===== src/rtl/lv_hv_pkg.sv =====
// Shared definitions for the HV pwm_intb encoder and its paired LV decoder.
// Holds the encoder FSM state type, the pulse-count code for intb
// assert/release, and the decoder's pulse-width / frame-close thresholds.
package lv_hv_pkg;

    typedef enum logic [1:0] {
        ST_IDLE  = 2'd0,
        ST_PULSE = 2'd1,
        ST_GAP   = 2'd2,
        ST_GUARD = 2'd3
    } pwm_intb_state_e;

    // Pulse count per frame: one pulse = intb asserted, three = released.
    localparam int unsigned PWM_INTB_ASSERT_PULSES  = 1;
    localparam int unsigned PWM_INTB_RELEASE_PULSES = 3;

    // LV decoder accepts pulses 4..12 cycles wide and closes a frame after
    // more than 12 quiet cycles.
    localparam int unsigned PWM_INTB_DEC_MIN_CYC = 4;
    localparam int unsigned PWM_INTB_DEC_MAX_CYC = 12;

    function automatic int unsigned max4(input int unsigned a, input int unsigned b,
                                         input int unsigned c, input int unsigned d);
        int unsigned m;
        m = a;
        if (b > m) m = b;
        if (c > m) m = c;
        if (d > m) m = d;
        return m;
    endfunction

endpackage


===== src/rtl/gnrl_sync.sv =====
// Two-flop synchroniser for a single asynchronous level.
// Ports: i_clk, i_rst_n (async active-low), i_d (async input),
//        o_q (synchronised level, RST_VAL while in reset).
module gnrl_sync #(
    parameter logic RST_VAL = 1'b0
) (
    input  logic i_clk,
    input  logic i_rst_n,
    input  logic i_d,
    output logic o_q
);

    logic meta_q;

    // Metastability filter: two back-to-back flops.
    always_ff @(posedge i_clk or negedge i_rst_n) begin
        if (!i_rst_n) begin
            meta_q <= RST_VAL;
            o_q    <= RST_VAL;
        end else begin
            meta_q <= i_d;
            o_q    <= meta_q;
        end
    end

endmodule


===== src/rtl/hv_pwm_intb_encode.sv =====
// HV-side encoder: multiplexes the HV interrupt level onto the pwm_intb_n
// isolation channel that otherwise carries the PWM gate wave. Each change of
// intb_n is sent as a burst of inverted pulses (1 = asserted, 3 = released)
// followed by a quiet guard window.
// Ports: i_clk, i_rst_n (async active-low), i_pwm_gwave (gate wave, sync),
//        i_intb_n (HV interrupt, async), o_hv_pwm_intb_n (encoded channel),
//        o_busy (frame in progress), o_frame_done (last guard cycle).
module hv_pwm_intb_encode
    import lv_hv_pkg::*;
#(
    parameter int unsigned PULSE_CYC  = 8,
    parameter int unsigned GAP_CYC    = 8,
    parameter int unsigned GUARD_CYC  = 16,
    parameter int unsigned STABLE_CYC = 16
) (
    input  logic i_clk,
    input  logic i_rst_n,
    input  logic i_pwm_gwave,
    input  logic i_intb_n,
    output logic o_hv_pwm_intb_n,
    output logic o_busy,
    output logic o_frame_done
);

    localparam int unsigned CNT_W = $clog2(max4(PULSE_CYC, GAP_CYC, GUARD_CYC, STABLE_CYC) + 1);

    // Parameter legality against the LV decoder thresholds (elaboration only).
    if (PULSE_CYC <= PWM_INTB_DEC_MIN_CYC || PULSE_CYC >= PWM_INTB_DEC_MAX_CYC) begin : g_bad_pulse
        $error("hv_pwm_intb_encode: PULSE_CYC out of range");
    end
    if (GAP_CYC <= PWM_INTB_DEC_MIN_CYC || GAP_CYC >= PWM_INTB_DEC_MAX_CYC) begin : g_bad_gap
        $error("hv_pwm_intb_encode: GAP_CYC out of range");
    end
    if (GUARD_CYC < PWM_INTB_DEC_MAX_CYC + 2) begin : g_bad_guard
        $error("hv_pwm_intb_encode: GUARD_CYC too small");
    end
    if (STABLE_CYC < PWM_INTB_DEC_MAX_CYC + 2) begin : g_bad_stable
        $error("hv_pwm_intb_encode: STABLE_CYC too small");
    end

    logic intb_s;

    gnrl_sync #(
        .RST_VAL (1'b1)
    ) u_intb_sync (
        .i_clk   (i_clk),
        .i_rst_n (i_rst_n),
        .i_d     (i_intb_n),
        .o_q     (intb_s)
    );

    // Gate-wave stability: cleared on any edge, saturates at STABLE_CYC.
    logic             gw_prev_q;
    logic [CNT_W-1:0] gw_cnt_q, gw_cnt_d;
    logic             gw_stable;

    always_comb begin
        gw_cnt_d = gw_cnt_q;
        if (i_pwm_gwave != gw_prev_q) begin
            gw_cnt_d = '0;
        end else if (gw_cnt_q != CNT_W'(STABLE_CYC)) begin
            gw_cnt_d = gw_cnt_q + CNT_W'(1);
        end
    end

    assign gw_stable = (gw_cnt_q == CNT_W'(STABLE_CYC));

    pwm_intb_state_e  state_q, state_d;
    logic [CNT_W-1:0] cnt_q, cnt_d;
    logic [1:0]       pcnt_q, pcnt_d;
    logic [1:0]       npulse_q, npulse_d;
    logic             gw_lat_q, gw_lat_d;
    logic             tgt_lvl_q, tgt_lvl_d;
    logic             sent_lvl_q, sent_lvl_d;
    logic             out_q, out_d;
    logic             busy_q, busy_d;
    logic             done_q, done_d;

    // Next-state and output logic.
    always_comb begin
        state_d    = state_q;
        cnt_d      = cnt_q + CNT_W'(1);
        pcnt_d     = pcnt_q;
        npulse_d   = npulse_q;
        gw_lat_d   = gw_lat_q;
        tgt_lvl_d  = tgt_lvl_q;
        sent_lvl_d = sent_lvl_q;

        case (state_q)
            ST_IDLE: begin
                cnt_d = cnt_q;
                if (intb_s != sent_lvl_q && gw_stable) begin
                    state_d   = ST_PULSE;
                    cnt_d     = CNT_W'(1);
                    pcnt_d    = 2'(1);
                    gw_lat_d  = i_pwm_gwave;
                    tgt_lvl_d = intb_s;
                    npulse_d  = intb_s ? 2'(PWM_INTB_RELEASE_PULSES) : 2'(PWM_INTB_ASSERT_PULSES);
                end
            end
            ST_PULSE: begin
                if (cnt_q == CNT_W'(PULSE_CYC)) begin
                    cnt_d = CNT_W'(1);
                    if (pcnt_q < npulse_q) begin
                        state_d = ST_GAP;
                    end else begin
                        state_d    = ST_GUARD;
                        sent_lvl_d = tgt_lvl_q;
                    end
                end
            end
            ST_GAP: begin
                if (cnt_q == CNT_W'(GAP_CYC)) begin
                    state_d = ST_PULSE;
                    cnt_d   = CNT_W'(1);
                    pcnt_d  = pcnt_q + 2'(1);
                end
            end
            ST_GUARD: begin
                if (cnt_q == CNT_W'(GUARD_CYC)) begin
                    state_d = ST_IDLE;
                    cnt_d   = CNT_W'(1);
                end
            end
            default: begin
                state_d = ST_IDLE;
                cnt_d   = '0;
            end
        endcase

        // Channel follows the gate wave only in IDLE; frames use the latched level.
        case (state_q)
            ST_PULSE:         out_d = ~gw_lat_q;
            ST_GAP, ST_GUARD: out_d = gw_lat_q;
            default:          out_d = i_pwm_gwave;
        endcase

        // Status registered from next state so it lines up with the FSM state.
        busy_d = (state_d != ST_IDLE);
        done_d = (state_d == ST_GUARD) && (cnt_d == CNT_W'(GUARD_CYC));
    end

    always_ff @(posedge i_clk or negedge i_rst_n) begin
        if (!i_rst_n) begin
            gw_prev_q  <= 1'b0;
            gw_cnt_q   <= '0;
            state_q    <= ST_IDLE;
            cnt_q      <= '0;
            pcnt_q     <= '0;
            npulse_q   <= '0;
            gw_lat_q   <= 1'b0;
            tgt_lvl_q  <= 1'b1;
            sent_lvl_q <= 1'b1;
            out_q      <= 1'b0;
            busy_q     <= 1'b0;
            done_q     <= 1'b0;
        end else begin
            gw_prev_q  <= i_pwm_gwave;
            gw_cnt_q   <= gw_cnt_d;
            state_q    <= state_d;
            cnt_q      <= cnt_d;
            pcnt_q     <= pcnt_d;
            npulse_q   <= npulse_d;
            gw_lat_q   <= gw_lat_d;
            tgt_lvl_q  <= tgt_lvl_d;
            sent_lvl_q <= sent_lvl_d;
            out_q      <= out_d;
            busy_q     <= busy_d;
            done_q     <= done_d;
        end
    end

    assign o_hv_pwm_intb_n = out_q;
    assign o_busy          = busy_q;
    assign o_frame_done    = done_q;

endmodule


===== config.mk =====
export PLATFORM = sky130hd
export DESIGN_NAME = hv_pwm_intb_encode
export DESIGN_NICKNAME = d
export VERILOG_FILES = /design/src/rtl/lv_hv_pkg.sv /design/src/rtl/gnrl_sync.sv /design/src/rtl/hv_pwm_intb_encode.sv
export SDC_FILE = /design/constraint.sdc
export NUM_CORES = 1
export LEC_CHECK = 0
export CAP_MARGIN = 0
export CORE_MARGIN = 10
export CORE_UTILIZATION = 40
export CTS_BUF_LIST = sky130_fd_sc_hd__clkbuf_8
export CTS_CLUSTER_DIAMETER = 150
export DETAILED_ROUTE_END_ITERATION = 8
export SLEW_MARGIN = 20
export SYNTH_ARGS = -nofsm -noshare
export SYNTH_HDL_FRONTEND = slang
export SYNTH_SLANG_ARGS = --single-unit

===== constraint.sdc =====
create_clock -name i_clk -period 1.7 [get_ports i_clk]
set_input_delay 0.51 -clock i_clk [delete_from_list [all_inputs] [get_ports i_clk]]
set_output_delay 0.51 -clock i_clk [all_outputs]
set_load 0.01 [all_outputs]

==> results of run 1 <==
[per-stage QoR]
step                      hold WS [ns]    util  power, uW  instance area, um2  TNS (ns)
after floorplan                 0.2144       -      918.4                1460  -0.06826
after global placement          0.3555  0.5289       1117                1807   -0.4221
after detailed placement        0.3590  0.5289       1131                1807   -0.9630
after CTS                       0.3735  0.5835       1589                1993   -0.2531
after global routing            0.3759  0.6099       1740                2083    -1.015
final                           0.3728  0.6099       1649                2083   -0.3100
[critical path, stage by stage (launching register included)]
cell	delay, ns
dfrtp_1	0.40
inv_2	0.08
ha_4	0.16
nand4bb_4	0.16
o211ai_2	0.24
a21oi_1	0.09
a211o_1	0.31
nor4_2	0.28
[cell usage after synthesis, drive strengths merged (2+ instances only)]
cell type	instances
dfrtp	21
inv	12
nor2	11
ha	9
nand2	8
nand3	8
o21ai	8
a21oi	6
buf	5
xor2	5
dfstp	4
mux2	4
a21o	3
and2	3
nand2b	3
nand4bb	3
nor3	3
a22oi	2
nor3b	2
o211ai	2
o22ai	2
or2	2
[kinds of logic (layout without fill, tap and decap cells)]
logic type      count (synthesis)  after routing  synth area share
compound gates                 32             32            0.1493
xor+xnor                        6              6           0.03624
fa+ha+maj                       9              9           0.07765
buf+inv                        18             67           0.05953
flops                          25             25            0.4349
mux                             5              5           0.03796
simple gates                   48             48            0.2045
[cells in the final DEF (no fill, tap or decap), types with 3 or more instances in the layout]
cell,n
buf_4,43
dfrtp_1,21
nor2_1,11
inv_1,8
nand2_1,8
nand3_1,7
ha_1,6
clkdlybuf4s50_1,6
xor2_1,5
inv_2,4
o21ai_0,4
a21oi_1,4
mux2_2,4
dfstp_2,4
nand2b_1,3
o21ai_1,3
ha_4,3
clkbuf_8,3
[per-layer routing]
metal | wire, um | vias up | part of all wire
li1 | - | 606 | -
met1 | 1592 | 579 | 0.47
met2 | 1679 | 15 | 0.49
met3 | 67 | 6 | 0.020
met4 | 55 | 0 | 0.016
met5 | 0 | - | 0
[registers in the layout, summed over array words and instances, names as in the netlist]
name / cells
o_busy: 1
cnt_q: 5
o_hv_pwm_intb_n: 1
npulse_q: 2
u_intb_sync.meta_q: 1
tgt_lvl_q: 1
sent_lvl_q: 1
state_q: 2
gw_lat_q: 1
gw_prev_q: 1
o_frame_done: 1
gw_cnt_q: 5
u_intb_sync.o_q: 1
pcnt_q: 2
[final cells by class]
type	count	area [um2]	area share
multi-input combinational	100	895.9	0.4300
sequential	25	630.6	0.3027
timing repair buffer	51	405.4	0.1946
tap	46	57.56	0.02763
clock buffer	3	41.29	0.01982
clock inverter	1	7.507	0.003604
inverter	12	45.04	0.02162
[timing repair]
item | CTS | global route
gates cloned | 0 | 0
setup endpoints to repair | 10 | 12
endpoints found under the hold margin | 0 | 0
pin swaps | 5 | 6
buffers inserted | 6 | 4
resized for setup | 17 | 15
[worst paths after layout]
check,to,startpoint,cells after the start
worst max-delay path,o_frame_done,cnt_q[1],7
worst min-delay path,u_intb_sync.o_q,u_intb_sync.meta_q,0
worst max register to register,o_frame_done,cnt_q[1],7
worst min register to register,u_intb_sync.o_q,u_intb_sync.meta_q,0
max in group asynchronous,tgt_lvl_q,i_rst_n,2
min in group asynchronous,pcnt_q[0],i_rst_n,2
[power by group through the flow]
| stage | registers [uW] | clock network (uW) | logic (uW) |
|---|---|---|---|
| after floorplan | 719 | 0 | 199 |
| after CTS | 691 | 383 | 515 |
| after detailed placement | 700 | 0 | 431 |
| after global routing | 699 | 412 | 629 |
| final | 693 | 378 | 578 |
| after global placement | 697 | 0 | 420 |
==> impl_metrics.csv, run 1 <==
group,metric,value,unit
outcome,status,"complete, but fails checks",
outcome,violations,"negative setup slack",
setup_path,rrSetupSlack,-0.12,ns
timing,setup_violations,6,
die,coreArea,3416,um2
clocking,cts_tree,"yes",
logic_synthesis,synth_top_cell_area_share,0.3624,
setup_path,required,1.89,ns
placed_design,port_buffers,6,
logic_synthesis,yosys_warnings,0,
timing,relSlewSlack,0.7484,
min_path,hold_path_class,"register to register",
timing,clock.fmax,550.2,MHz
clocking,clockRootBuffer,"clkbuf_8",
clocking,h-tree-depth,1,
logic_synthesis,netlist_area,1450,um2
route,avgRoutedWirePerCell,14.26,um
pwr,p_per_area,791.5,nW/um2
layout,diodes,0,
run,drv_cap,0,
logic_synthesis,synthTopCellsByArea,"dfrtp_1 36%, ha_1 7.8%, dfstp_2 7.2%, inv_1 3.1%, mux2_2 3.1%",
timing,post-route-period-util,1.069,
setup_path,arrival,2.01,ns
die,io_pins,7,
grt,antenna_found_initial,0,
logic_synthesis,synth_fp_nets,156,
route,drc,0,
logic_synthesis,synth_area_leader_cell,"dfrtp_1",
pwr,p_int,1132,uW
logic_synthesis,post_synth_num_cell_types,43,
layout,drive_gt1_frac,0.4479,
grt,grt_max_degree,26,
timing,fin_ws,-0.1176,ns
die,fp.dieW,80.21,um
pwr,comb_power_share,0.350,
grt,met3_usage,0.02004,
die,initial_core_util,0.4245,
logic_synthesis,synth_ff_type,"dfrtp_1",
logic_synthesis,yosysSeqAreaShare,0.4349,
die,die_area,6434,um2
route,dr.pass1.iters,4,
clocking,cts_buffer_depth,2,
pwr,power.switching,516.6,uW
grt,grt_pass1_wl,5.561,mm
route,ant_nets,0,
pwr,swShare,0.3133,
placed_design,pre_cts_slack,-0.2381,ns
placed_design,place_inst,225,
placed_design,gp_congestion,0.8598,
clocking,clk_pin_slew_worst_paths,0.09,ns
logic_synthesis,synthArstFlopShare,1.000,
logic_synthesis,synthCells,143,
clocking,cts_hold_buf,0,
layout,area_growth,43.66,%
route,viasPerCell,5.067,
timing,period_minus_slack,1.818,ns
die,fp-row-count,21,
clocking,clk_latency,0.28,ns
setup_path,critical_path_class,"register to register",
route,drt-initial-drc-count,57,
grt,track_usage,0.1065,
timing,finalHoldViolations,0,
layout,final_nets,206,
timing,rsz0062_at_grt,"yes",
grt,grtUsageMet1,0.1316,
setup_path,worstPathMaxFanout,3,
pwr,p_clk_frac,0.229,
logic_synthesis,synth.avg_cell_area,10.14,um2
die,die_y,80.21,um
logic_synthesis,synth_edf_count,0,
timing,skew,0.003187,ns
logic_synthesis,yosys_register_bits,25,
route,totalWireLength,3.394,mm
grt,busiest_layer,"met2",
setup_path,endpoint_kind,"register",
clocking,cts_made_buffers,3,
layout,fin_cells,238,
pwr,p_leak,0.0009278,uW
timing,slew_violations,0,
route,vias,1206,
placed_design,dpl.hpwl,2.379,mm
pwr,ir_drop,0.6359,mV
timing,worst_pin_slew,0.3734,ns
layout,fillers,289,
setup_path,start_kind,"register",
pwr,p_seq_frac,0.420,
grt,grt_overflow_total,0,
grt,use_met2,0.1822,
clocking,cts.sinks,25,
grt,grt_pass1_vias,1211,
No activity file was read; power rests on OpenSTA's default activity.
==> run 2, diff against run 1 <==
--- a/config.mk
+++ b/config.mk
@@ -6,8 +6,9 @@
 export NUM_CORES = 1
 export LEC_CHECK = 0
 export CAP_MARGIN = 0
+export CORE_ASPECT_RATIO = 1.1
 export CORE_MARGIN = 10
-export CORE_UTILIZATION = 40
+export CORE_UTILIZATION = 36
 export CTS_BUF_LIST = sky130_fd_sc_hd__clkbuf_8
 export CTS_CLUSTER_DIAMETER = 150
 export DETAILED_ROUTE_END_ITERATION = 8
==> impl_metrics.csv, run 2 (synthesis results as in run 1) <==
group,metric,value,unit
placed_design,dpl.hpwl,2.539,mm
grt,grt_pass1_wl,5.451,mm
die,io_pins,7,
setup_path,cp_top_family,"compound AO/OA/AOI/OAI gates",
route,avgRoutedWirePerCell,14.02,um
timing,slew_violations,0,
min_path,hold_path_class,"register to register",
route,ant_nets,0,
layout,multi_input_area,892.1,um2
route,totalWireLength,3.478,mm
clocking,cts.sinks,25,
clocking,cts_buffer_depth,2,
route,viasPerCell,4.927,
clocking,cts_tree,"yes",
route,vias,1222,
clocking,clk_latency,0.26,ns
layout,final_common_cell,"buf_4",
timing,period_minus_slack,1.825,ns
setup_path,cpPeakStageDelay,0.40,ns
timing,post-route-period-util,1.074,
setup_path,endpoint_kind,"register",
die,die_area,6970,um2
layout,final_nets,210,
setup_path,arrival,1.97,ns
route,drt-initial-drc-count,26,
placed_design,port_buffers,6,
die,coreArea,3934,um2
setup_path,required,1.85,ns
setup_path,critical_path_class,"register to register",
timing,fin_ws,-0.1251,ns
pwr,p_seq_frac,0.418,
run,drv_cap,0,
timing,skew,0.003072,ns
timing,setup_violations,5,
setup_path,slowest_stage,"dfrtp_1",
pwr,p_int,1151,uW
layout,final_cell_mix,"43 x buf_4, 21 x dfrtp_1, 11 x nor2_1",
grt,grt_max_degree,26,
die,initial_core_util,0.3686,
clocking,h-tree-depth,1,
timing,worst_pin_slew,0.4107,ns
layout,reg_top3,"cnt_q: 5 flops, gw_cnt_q: 5 flops",
outcome,status,"complete, but fails checks",
pwr,p_per_area,773.3,nW/um2
placed_design,pre_cts_slack,-0.2354,ns
placed_design,gp_congestion,0.7846,
pwr,p_clk_frac,0.204,
pwr,ir_drop,0.4449,mV
outcome,violations,"negative setup slack",
layout,diodes,0,
clocking,cts_made_buffers,3,
die,die_y,86.57,um
grt,grt_pass1_vias,1266,
setup_path,crit_chain,"inv_2 -> ha_4 -> nand4bb_4 -> a22oi_2 -> a22o_1 -> o31a_2 -> or3b_1",
timing,rsz0062_at_grt,"yes",
timing,relSlewSlack,0.7241,
die,fp-row-count,24,
route,drc,0,
timing,fin_setup_tns,-0.3238,ns
layout,area.sequential,630.6,um2
route,dr.pass1.iters,4,
grt,grt_overflow_total,0,
grt,track_usage,0.09567,
timing,finalHoldViolations,0,
layout,drive_gt1_frac,0.4490,
layout,fillers,358,
clocking,clk_pin_slew_worst_paths,0.08,ns
pwr,comb_power_share,0.378,
setup_path,path_buf_inv,1,
pwr,power.switching,503.8,uW
timing,clock.fmax,547.9,MHz
layout,area_growth,47.54,%
die,fp.dieW,80.52,um
pwr,swShare,0.3045,
pwr,p_leak,0.0009739,uW
setup_path,start_kind,"register",
clocking,clockRootBuffer,"clkbuf_8",
grt,antenna_found_initial,0,
setup_path,worstPathMaxFanout,3,
[run 2: per-layer routing]
| metal | global-route usage | vias up | wire length (um) |
|---|---|---|---|
| li1 | - | 606 | - |
| met1 | 0.1003 | 598 | 1354 |
| met2 | 0.1877 | 14 | 2018 |
| met3 | 0.01242 | 4 | 71 |
| met4 | 0.02885 | 0 | 34 |
| met5 | 0 | - | 0 |
[run 2: worst register-to-register path, cell delays in order (launching register included)]
cell and delay, ns:
dfrtp_1 0.40, inv_2 0.10, ha_4 0.18, nand4bb_4 0.16
a22oi_2 0.18, a22o_1 0.15, o31a_2 0.20, or3b_1 0.35
[run 2: worst paths after layout]
check	startpoint	end	slack, ns	depth (start not counted)
setup / recovery	cnt_q[1]	o_busy	-0.13	7
min in group asynchronous	i_rst_n	gw_lat_q	0.58	2
max in group asynchronous	i_rst_n	tgt_lvl_q	0.89	2
hold / removal	u_intb_sync.meta_q	u_intb_sync.o_q	0.36	0
setup reg to reg	cnt_q[1]	o_busy	-0.13	7
hold reg to reg	u_intb_sync.meta_q	u_intb_sync.o_q	0.36	0
[run 2: through the flow]
stage / total power, uW / utilization / hold slack (ns) / instances / area [um2]
final: 1655 / 0.5439 / 0.3584 / 248 / 2140
after floorplan: 918.4 / - / 0.2144 / 143 / 1460
after global routing: 1757 / 0.5439 / 0.3631 / 248 / 2140
after global placement: 1132 / 0.4720 / 0.3470 / 235 / 1857
after CTS: 1580 / 0.5153 / 0.3594 / 243 / 2027
after detailed placement: 1150 / 0.4720 / 0.3473 / 235 / 1857
[run 2: what timing repair did]
action                     CTS  global route
pin swaps                    4            14
hold buffers                 0             0
resized for setup           14            20
setup buffers                4             5
setup endpoints to repair   12            13
[run 2: cell type report]
class / instances / share of cell area
clock buffer: 3 / 0.01930
clock inverter: 1 / 0.001754
inverter: 12 / 0.02105
multi-input combinational: 100 / 0.4170
sequential: 25 / 0.2947
tap: 52 / 0.03041
timing repair buffer: 55 / 0.2158
[run 2: power groups by stage]
stage / combinational (uW) / sequential [uW] / clock, uW
2_1_floorplan: 199 / 719 / 0
3_3_place_gp: 436 / 696 / 0
3_5_place_dp: 452 / 698 / 0
4_1_cts: 538 / 691 / 352
5_1_grt: 678 / 700 / 380
6_report: 625 / 692 / 338
==> run 3, diff against run 2 <==
--- a/config.mk
+++ b/config.mk
@@ -15,4 +15,5 @@
 export SLEW_MARGIN = 20
 export SYNTH_ARGS = -nofsm -noshare
 export SYNTH_HDL_FRONTEND = slang
+export SYNTH_HIERARCHICAL = 1
 export SYNTH_SLANG_ARGS = --single-unit
==> constraint.sdc (replaced) <==
create_clock -name i_clk -period 1.9 [get_ports i_clk]
set_input_delay 0.57 -clock i_clk [delete_from_list [all_inputs] [get_ports i_clk]]
set_output_delay 0.57 -clock i_clk [all_outputs]
set_load 0.01 [all_outputs]
==> impl_metrics.csv, run 3 <==
group,metric,value,unit
route,dr.pass1.iters,4,
timing,relSlewSlack,0.7440,
logic_synthesis,post_synth_num_cell_types,43,
route,drc,0,
route,drt-initial-drc-count,36,
pwr,ir_drop,0.3634,mV
layout,final_cell_mix,"21 x dfrtp_1, 16 x buf_4, 11 x nor2_1",
logic_synthesis,synth_fp_nets,156,
timing,finalHoldViolations,0,
pwr,total_power,1308,uW
grt,track_usage,0.09202,
logic_synthesis,synthTopCellsByArea,"dfrtp_1 36%, ha_1 7.8%, dfstp_2 7.2%, inv_1 3.1%, mux2_2 3.1%",
clocking,cts_tree,"yes",
logic_synthesis,netlist_area,1450,um2
die,die_area,6970,um2
route,vias,1068,
setup_path,critical_path_class,"register to register",
setup_path,worstPathMaxFanout,4,
die,io_pins,7,
placed_design,place_inst,208,
die,coreArea,3934,um2
timing,skew,0.002338,ns
setup_path,arrival,1.98,ns
setup_path,endpoint_kind,"register",
die,initial_core_util,0.3686,
timing,post-route-period-util,0.9577,
timing,fin_setup_tns,0,ns
layout,fin_cells,216,
outcome,status,"finished, final reports clean",
logic_synthesis,synth_ff_type,"dfrtp_1",
clocking,h-tree-depth,1,
layout,diodes,0,
layout,final_nets,178,
clocking,clockRootBuffer,"clkbuf_8",
grt,grt_pass1_wl,5.126,mm
placed_design,port_buffers,6,
logic_synthesis,synth.most_common_cell,"dfrtp_1",
setup_path,start_kind,"register",
clocking,clk_latency,0.27,ns
logic_synthesis,synthCells,143,
timing,period_minus_slack,1.820,ns
layout,area_growth,23.81,%
grt,grt_overflow_total,0,
route,viasPerCell,4.944,
logic_synthesis,synth_top_cell_area_share,0.3624,
layout,fillers,365,
die,fp-row-count,24,
clocking,cts_made_buffers,3,
placed_design,dpl.hpwl,2.180,mm
logic_synthesis,synth.avg_cell_area,10.14,um2
layout,area.sequential,630.6,um2
grt,antenna_found_initial,0,
timing,slew_violations,0,
grt,grt_max_degree,26,
clocking,cts.sinks,25,
setup_path,required,2.06,ns
timing,setup_violations,0,
route,totalWireLength,3.033,mm
run,drv_cap,0,
logic_synthesis,synthArstFlopShare,1.000,
logic_synthesis,synth_common_cells,"21 x dfrtp_1, 12 x inv_1, 11 x nor2_1",
route,ant_nets,0,
timing,clock.fmax,549.6,MHz
placed_design,placed_area,1632,um2
grt,grt_pass1_vias,1079,
min_path,hold_path_class,"register to register",
placed_design,gp_congestion,0.8013,
timing,worst_pin_slew,0.3827,ns
layout,fin_area,1795,um2
pwr,p_leak,0.0007870,uW
logic_synthesis,yosysSeqAreaShare,0.4349,
layout,final_util,0.4564,
layout,drive_gt1_frac,0.2927,
logic_synthesis,synth_edf_count,0,
timing,rsz0062_at_grt,"yes",
layout,final_common_cell,"dfrtp_1",
clocking,clk_pin_slew_worst_paths,0.08,ns
clocking,cts_buffer_depth,2,
logic_synthesis,yosys_register_bits,25,
logic_synthesis,synth_area_leader_cell,"dfrtp_1",
die,fp.dieW,80.52,um
layout,multi_input_area,818.3,um2
route,avgRoutedWirePerCell,14.04,um
logic_synthesis,yosys_warnings,6,
layout,reg_top3,"cnt_q: 5 flops, gw_cnt_q: 5 flops",
pwr,p_per_area,728.4,nW/um2
die,die_y,86.57,um
## run 3: worst max-delay path, cell delays in order, from the launching register on
cell and delay (ns):
dfrtp_1 0.41, inv_2 0.09, ha_4 0.16, nand4bb_4 0.15
a22oi_2 0.18, a22o_1 0.17, o31a_2 0.19, or3b_1 0.35
## run 3: power by group
group / internal [uW] / total [uW] / switching [uW] / leakage (uW)
Sequential: 588 / 638 / 50.1 / 0.000319
Combinational: 175 / 360 / 185 / 0.000441
Clock: 145 / 310 / 165 / 0.0000269
## run 3: timing repair
item                       in CTS  in global routing
gates cloned                    0                  0
resized for setup               4                 14
setup endpoints to repair       2                  3
setup buffers                   1                  3
hold buffers                    0                  0
pin swaps                       1                  4
## run 3: final timing paths
path	startpoint	endpoint	slack, ns	cells past startpoint
worst max-delay path	cnt_q[1]	o_busy	0.08	7
worst min-delay path	u_intb_sync/meta_q	u_intb_sync/o_q	0.36	0
min in group asynchronous	i_rst_n	gw_cnt_q[4]	0.66	2
max in group asynchronous	i_rst_n	tgt_lvl_q	0.95	2
worst max register to register	cnt_q[1]	o_busy	0.08	7
worst min register to register	u_intb_sync/meta_q	u_intb_sync/o_q	0.36	0
## run 3: area by class of cell
type | count | area share
clock buffers | 3 | 0.02300
clock inverters | 1 | 0.002091
inverters | 12 | 0.02509
multi-input cells | 100 | 0.4557
flip-flops and latches | 25 | 0.3512
well taps | 52 | 0.03624
repair buffers | 23 | 0.1066
## run 3: logic make-up after synthesis
family | share of synthesized area
flip-flops | 0.4349
adder cells (fa/ha/maj) | 0.07765
XOR/XNOR | 0.03624
multiplexers | 0.03796
AO/OA/AOI/OAI | 0.1493
buffers and inverters | 0.05953
AND/OR/NAND/NOR | 0.2045
## run 3: metrics by stage
step | worst slack (ns) | hold WS, ns
after floorplan | 0.1393 | 0.2744
after global placement | -0.006129 | 0.3469
after detailed placement | -0.07669 | 0.3496
after CTS | 0.005911 | 0.3619
after global routing | -0.02660 | 0.3668
final | 0.08036 | 0.3597
## run 3: metal layers
layer | routed length (um) | part of all wire | GRT usage
met4 | 76 | 0.025 | 0.05449
met2 | 1582 | 0.52 | 0.1543
met1 | 1267 | 0.42 | 0.1044
met5 | 0 | 0 | 0
met3 | 106 | 0.035 | 0.01863
